## src/rtl/clkdiv_pkg.sv

```systemverilog
// Shared definitions for the clock-divider controller: FSM state encoding,
// minimum legal divide ratio and the ceil(N/2) helper used for the duty split.
package clkdiv_pkg;

  typedef enum logic [1:0] {
    IDLE = 2'd0,
    RUN  = 2'd1,
    STOP = 2'd2
  } state_t;

  // Smallest ratio that still yields a full high and a full low phase.
  localparam int DIV_MIN = 2;

  // Number of high cycles in a period of n cycles. Evaluated in int so
  // n = 2^DIV_W-1 cannot overflow.
  function automatic int ceil_half(input int n);
    return (n + 1) >>> 1;
  endfunction

endpackage

```

## src/rtl/clkdiv_cfg_slot.sv

```systemverilog
// Single-entry ratio request slot for clkdiv_ctrl.
//
// Handshake: a request transfers on a rising edge where cfg_valid && cfg_ready.
// cfg_ready is high whenever no ratio is pending; the master holds cfg_valid
// and cfg_div stable until that edge. An accepted ratio below DIV_MIN is
// dropped and cfg_err pulses for one cycle after the transfer. A legal ratio
// is either handed straight to the controller (direct=1, apply_now pulses
// combinationally in the transfer cycle) or parked in the pending register
// until the controller asserts consume at a period boundary.
module clkdiv_cfg_slot
  import clkdiv_pkg::*;
#(
  parameter int DIV_W = 8
) (
  input  logic             clk,
  input  logic             rst_n,
  input  logic             cfg_valid,
  input  logic [DIV_W-1:0] cfg_div,
  input  logic             direct,
  input  logic             consume,
  output logic             cfg_ready,
  output logic             cfg_err,
  output logic             pend_valid,
  output logic [DIV_W-1:0] pend_div,
  output logic             apply_now
);

  logic             pend_q;
  logic [DIV_W-1:0] pend_div_q;
  logic             err_q;
  logic             accept;
  logic             legal;

  assign accept     = cfg_valid && !pend_q;
  assign legal      = int'(cfg_div) >= DIV_MIN;
  assign apply_now  = accept && legal && direct;
  assign cfg_ready  = !pend_q;
  assign cfg_err    = err_q;
  assign pend_valid = pend_q;
  assign pend_div   = pend_div_q;

  // Pending register and error pulse; consume and accept are exclusive
  // because a request is only accepted while nothing is pending.
  always_ff @(posedge clk) begin
    if (!rst_n) begin
      pend_q     <= 1'b0;
      pend_div_q <= '0;
      err_q      <= 1'b0;
    end else begin
      err_q <= accept && !legal;
      if (consume) begin
        pend_q <= 1'b0;
      end else if (accept && legal && !direct) begin
        pend_q     <= 1'b1;
        pend_div_q <= cfg_div;
      end
    end
  end

endmodule

```

## src/rtl/clkdiv_ctrl.sv

```systemverilog
// Glitch-free runtime-programmable clock divider controller.
// Start/stop and ratio changes only take effect at output-period boundaries.
// Optional build macro CLKDIV_CTRL_PERIOD_CNT_EN adds o_period_cnt, a 16-bit
// wrapping count of completed o_clk periods.
module clkdiv_ctrl
  import clkdiv_pkg::*;
#(
  parameter int DIV_W       = 8,
  parameter int DEFAULT_DIV = 4
) (
  input  logic             i_clk,
  input  logic             i_rst_n,
  input  logic             i_en,
  input  logic             i_cfg_valid,
  input  logic [DIV_W-1:0] i_cfg_div,
  output logic             o_cfg_ready,
  output logic             o_cfg_err,
  output logic             o_clk,
  output logic             o_tick,
  output logic             o_busy,
  output logic [DIV_W-1:0] o_cur_div
`ifdef CLKDIV_CTRL_PERIOD_CNT_EN
  ,
  output logic [15:0]      o_period_cnt
`endif
);

  state_t           state;
  state_t           state_n;
  logic [DIV_W-1:0] cnt;
  logic [DIV_W-1:0] cnt_n;
  logic [DIV_W-1:0] div;
  logic [DIV_W-1:0] div_n;
  logic             at_end;
  logic             consume;
  logic             pend_valid;
  logic [DIV_W-1:0] pend_div;
  logic             apply_now;

  clkdiv_cfg_slot #(
    .DIV_W(DIV_W)
  ) u_slot (
    .clk       (i_clk),
    .rst_n     (i_rst_n),
    .cfg_valid (i_cfg_valid),
    .cfg_div   (i_cfg_div),
    .direct    (state != RUN),
    .consume   (consume),
    .cfg_ready (o_cfg_ready),
    .cfg_err   (o_cfg_err),
    .pend_valid(pend_valid),
    .pend_div  (pend_div),
    .apply_now (apply_now)
  );

  // Last cycle of the current period.
  assign at_end = (cnt == div - DIV_W'(1));

  // Next-state, next-count and next-ratio selection.
  always_comb begin
    state_n = state;
    cnt_n   = cnt;
    div_n   = div;
    consume = 1'b0;
    case (state)
      IDLE: begin
        cnt_n = '0;
        if (apply_now) div_n = i_cfg_div;
        if (i_en) state_n = RUN;
      end
      RUN: begin
        if (!at_end) begin
          cnt_n = cnt + DIV_W'(1);
        end else begin
          cnt_n = '0;
          if (!i_en) begin
            state_n = STOP;
          end else if (pend_valid) begin
            div_n   = pend_div;
            consume = 1'b1;
          end
        end
      end
      STOP: begin
        cnt_n   = '0;
        state_n = IDLE;
        if (pend_valid) begin
          div_n   = pend_div;
          consume = 1'b1;
        end else if (apply_now) begin
          div_n = i_cfg_div;
        end
      end
      default: begin
        cnt_n   = '0;
        state_n = IDLE;
      end
    endcase
  end

  // FSM, counter, ratio and registered waveform outputs. o_clk/o_tick are
  // derived from the next-state values so they line up with cnt.
  always_ff @(posedge i_clk) begin
    if (!i_rst_n) begin
      state  <= IDLE;
      cnt    <= '0;
      div    <= DIV_W'(DEFAULT_DIV);
      o_clk  <= 1'b0;
      o_tick <= 1'b0;
    end else begin
      state  <= state_n;
      cnt    <= cnt_n;
      div    <= div_n;
      o_clk  <= (state_n == RUN) && (int'(cnt_n) < ceil_half(int'(div_n)));
      o_tick <= (state_n == RUN) && (cnt_n == '0);
    end
  end

  assign o_busy    = (state != IDLE);
  assign o_cur_div = div;

`ifdef CLKDIV_CTRL_PERIOD_CNT_EN
  logic [15:0] period_cnt;

  // Completed-period counter: bumps at every RUN boundary, wraps naturally.
  always_ff @(posedge i_clk) begin
    if (!i_rst_n) begin
      period_cnt <= '0;
    end else if (state == RUN && at_end) begin
      period_cnt <= period_cnt + 16'd1;
    end
  end

  assign o_period_cnt = period_cnt;
`else
  // Period counter not built in this configuration.
`endif

endmodule

```

## config.mk

```make
export PLATFORM = sky130hd
export DESIGN_NAME = clkdiv_ctrl
export DESIGN_NICKNAME = d
export VERILOG_FILES = /design/src/rtl/clkdiv_pkg.sv /design/src/rtl/clkdiv_cfg_slot.sv /design/src/rtl/clkdiv_ctrl.sv
export SDC_FILE = /design/constraint.sdc
export NUM_CORES = 1
export LEC_CHECK = 0
export BUFFER_PORTS_ARGS = -buffer_cell sky130_fd_sc_hd__buf_2
export CORE_ASPECT_RATIO = 0.6
export CORE_MARGIN = 2
export CORE_UTILIZATION = 60
export CTS_CLUSTER_SIZE = 12
export DETAILED_ROUTE_END_ITERATION = 16
export PLACE_DENSITY = 0.85
export SYNTH_ARGS = -nofsm -noshare
export SYNTH_HDL_FRONTEND = slang
export SYNTH_HIERARCHICAL = 1
export SYNTH_SLANG_ARGS = --single-unit
```

## constraint.sdc

```tcl
create_clock -name i_clk -period 6.05 [get_ports i_clk]
set_clock_uncertainty 0.05 [all_clocks]
set_input_delay 0.605 -clock i_clk [delete_from_list [all_inputs] [get_ports i_clk]]
set_output_delay 0.605 -clock i_clk [all_outputs]
set_load 0.1 [all_outputs]
```

==> impl_results.md <==
* Fin. Hold Viols at 0
* Setup_tns at 0 ns
* Vias per inst at 6.17
* Most common cell in the netlist: nor2_1
* Endpoints failing setup at 0
* Reg-to-reg slack, setup at 1.39 ns
* Part of the power in combinational logic at 27.6%
* Cell taking the most area after synthesis: dfxtp_1
* Num rows at 17
* Asr flop ratio synth at 0%
* Clock power share at 35.6%
* CP startpoint kind: flop
* Relative slew slack at 36.3%
* Die H at 53.0 um
* WL/cell at 16.7 um
* Reg power frac at 36.9%
* Initial Util at 64.0%
* Iteration-0 DRC Markers at 225
* Pint at 0.390 mW
* First-pass GRT wire length at 9990 um
* Tmin final at 4.66 ns
* Critical Path End Type: flop
* Most instantiated cells after synthesis: nor2_1, nand2_1, dfxtp_1
* ANT cells at 0
* Crit Path Category: reg2reg
* Final worst-path cycle share at 77.1%
* Filler cells at 318
* Total Nets Final at 336
* LEAKAGE at 1.06 nW
* GP Congestion at 0.934
* Die area at 0.00453 mm^2
* CTS tree: done
* Total wire length at 5950 um
* Hold path depth at 2
* Switching pwr at 0.202 mW
* Initial antenna violation count at 0
* Pins Over Slew Limit at 0
* Worst hold path class: reg2reg
* Outcome: finished clean
* R2r endpoint: o_clk$_SDFF_PN0_
* Core ar. at 0.00374 mm^2
* HP Start: u_slot/pend_div[7]$_SDFFE_PN0P_
* Critical Path RT at 6.24 ns
* Worst reg2reg path startpoint: state[1]$_SDFF_PN0_
* Antenna-violating nets left at 0
* RSZ-0062 raised after global routing: false
* Yosys warns at 6
* Vias in the first global route at 2030
* Worst slew pin tran at 0.956 ns
* I/O pin count at 25
* Critical-path maximum fanout at 11
* Top_reg_cell synth: dfxtp_1
* Worst path arrival time at 4.85 ns
* Sw frac at 34.1%
* Cts bufs inserted at 5
* H-tree depth at 2
* Router iterations before antenna repair at 5
* Reg2Reg Depth at 19
* Synth Instances at 292
* Max cap viols at 0
* Number of flops mapped to enable cells by yosys at 0
* Non-filler cells, final at 357
* Via count at 2203
* Die Wd at 85.6 um
* Syn nets at 318
* Pwr Total at 0.592 mW
* Port buffer count at 24
* Longest Clk Path Bufs at 2
* Sink of the worst hold path: u_slot/pend_div[7]$_SDFFE_PN0P_
* Clk sink count at 30
* Fmax at 0.214 GHz
* Largest net degree at the start of global routing at 23
* Layout cell share with drive strength beyond 1 at 18.4%
* Maximum vdd ir drop at 0.137 mV
* PostCTS Resize Cnt at 0
* Synth area leaders: dfxtp_1, ha_1, nor2_1
* Number of synthesized register bits at 30
* GRT Total Usage at 29.3%
* Dpl cells at 350
* Hpwl dp at 4570 um
* Multi-input logic area at 0.00164 mm^2
* Root Buffer: clkbuf_8
* Syn-to-layout area delta at 8.36%
* Gr ovfl total at 0
* FF+latch area at 601 um^2
* Number of distinct library cells after synthesis at 55
* Power per cell area at 228 mW/mm^2
* Post-Syn Area at 0.00240 mm^2
* Remaining DRCs at 0
* Post-synth top area share at 25.1%
* Sequential share of the synthesized area at 25.1%
* Final core utilization at 69.4%
* Post-CTS Hold Buffers at 0
* Clock-pin transition on the worst setup and hold timing paths at 0.07 ns
* Synth Area per Inst at 8.21 um^2
* Clk Latency, worst-skew pair at 0.29 ns
* Post-CTS setup buffer count at 0
## worst max path at each step
| stage | start | end | slack [ns] | cells after the start |
|---|---|---|---|---|
| 3_3_place_gp | i_cfg_div[7] | o_clk$_SDFF_PN0_ | 1.61 | 18 |
| 6_report | state[1]$_SDFF_PN0_ | o_clk$_SDFF_PN0_ | 1.39 | 19 |
| 3_5_place_dp | state[1]$_SDFF_PN0_ | o_clk$_SDFF_PN0_ | 1.48 | 19 |
| 2_1_floorplan | o_cur_div[0]$_SDFF_PN0_ | o_clk$_SDFF_PN0_ | 1.36 | 18 |
| 4_1_cts | state[1]$_SDFF_PN0_ | o_clk$_SDFF_PN0_ | 1.43 | 19 |
| 5_1_grt | state[1]$_SDFF_PN0_ | o_clk$_SDFF_PN0_ | 0.99 | 19 |
## per-layer routing
metal | vias to the layer above | global-route usage [%] | wire, um
li1 | 1066 | - | -
met4 | 0 | 7.14 | 90
met2 | 93 | 43.2 | 2430
met3 | 13 | 7.49 | 552
met5 | - | 0 | 0
met1 | 1031 | 42.3 | 2880
## flip-flops by register name, indices dropped and copies added (netlist names)
register and cells:
cnt 8, o_cur_div 8, u_slot/pend_div 8, state 2
o_clk 1, o_tick 1, u_slot/cfg_err 1, u_slot/pend_valid 1
## through the flow
stage	setup slack, ns	area (um^2)	hold WS (ns)
finish	1.39	2600	0.433
global route	0.989	2600	0.448
CTS	1.43	2600	0.430
detailed placement	1.48	2480	0.416
global placement	1.61	2480	0.413
floorplan	1.36	2400	0.395
## cells by family (layout without fill, tap and decap cells)
group,count (synthesis),after routing,share of synthesized area (%)
buf+inv,30,48,6.47
xor+xnor,23,23,8.72
simple gates,122,122,25.7
compound gates,58,58,20.3
fa+ha+maj,14,14,7.31
flops,30,30,25.1
mux,15,15,6.48
## cell type report
cell class              instances  share of cell area (%)
multi-input cells             232                    63.2
flip-flops and latches         30                    23.1
repair buffers                 24                    4.63
clock buffers                   6                    3.18
inverters                      17                    2.46
well taps                      47                    2.27
clock inverters                 1                    1.16
## power by group through the flow
| stage | registers (mW) | logic, mW | clock network, mW |
|---|---|---|---|
| 3_3_place_gp | 0.222 | 0.157 | 0 |
| 4_1_cts | 0.218 | 0.161 | 0.214 |
| 3_5_place_dp | 0.222 | 0.160 | 0 |
| 2_1_floorplan | 0.249 | 0.104 | 0 |
| 5_1_grt | 0.219 | 0.175 | 0.222 |
| 6_report | 0.218 | 0.163 | 0.210 |
## cell usage in the layout, fill, tap and decap left out, drive strengths merged, types with 6 or more instances in the layout
cell / Yosys / layout
nor2: 46 / 46
mux2i: 11 / 11
a221oi: 8 / 8
ha: 14 / 14
o21ai: 12 / 12
nor3: 13 / 13
inv: 17 / 17
clkbuf: 6 / 6
buf: 7 / 24
dfxtp: 30 / 30
o41ai: 6 / 6
xor2: 9 / 9
nand2: 35 / 35
a22o: 6 / 6
a21oi: 13 / 13
xnor2: 14 / 14
## worst max-delay path, cell delays in order, from the launching register on
cell and delay, ns:
dfxtp_1 0.40, inv_1 0.08, ha_1 0.34, inv_1 0.21, nand2_1 0.07, a21oi_1 0.74, mux2i_1 0.27, inv_1 0.05
a21oi_1 0.29, nor2b_1 0.21, nor2_1 0.05, o21ai_0 0.32, a311oi_4 0.09, and4_4 0.21, xnor2_1 0.12, ha_1 0.29
a21o_1 0.16, a21o_1 0.17, a211oi_1 0.26, o311a_1 0.20
(Power assumes the default switching activity.)
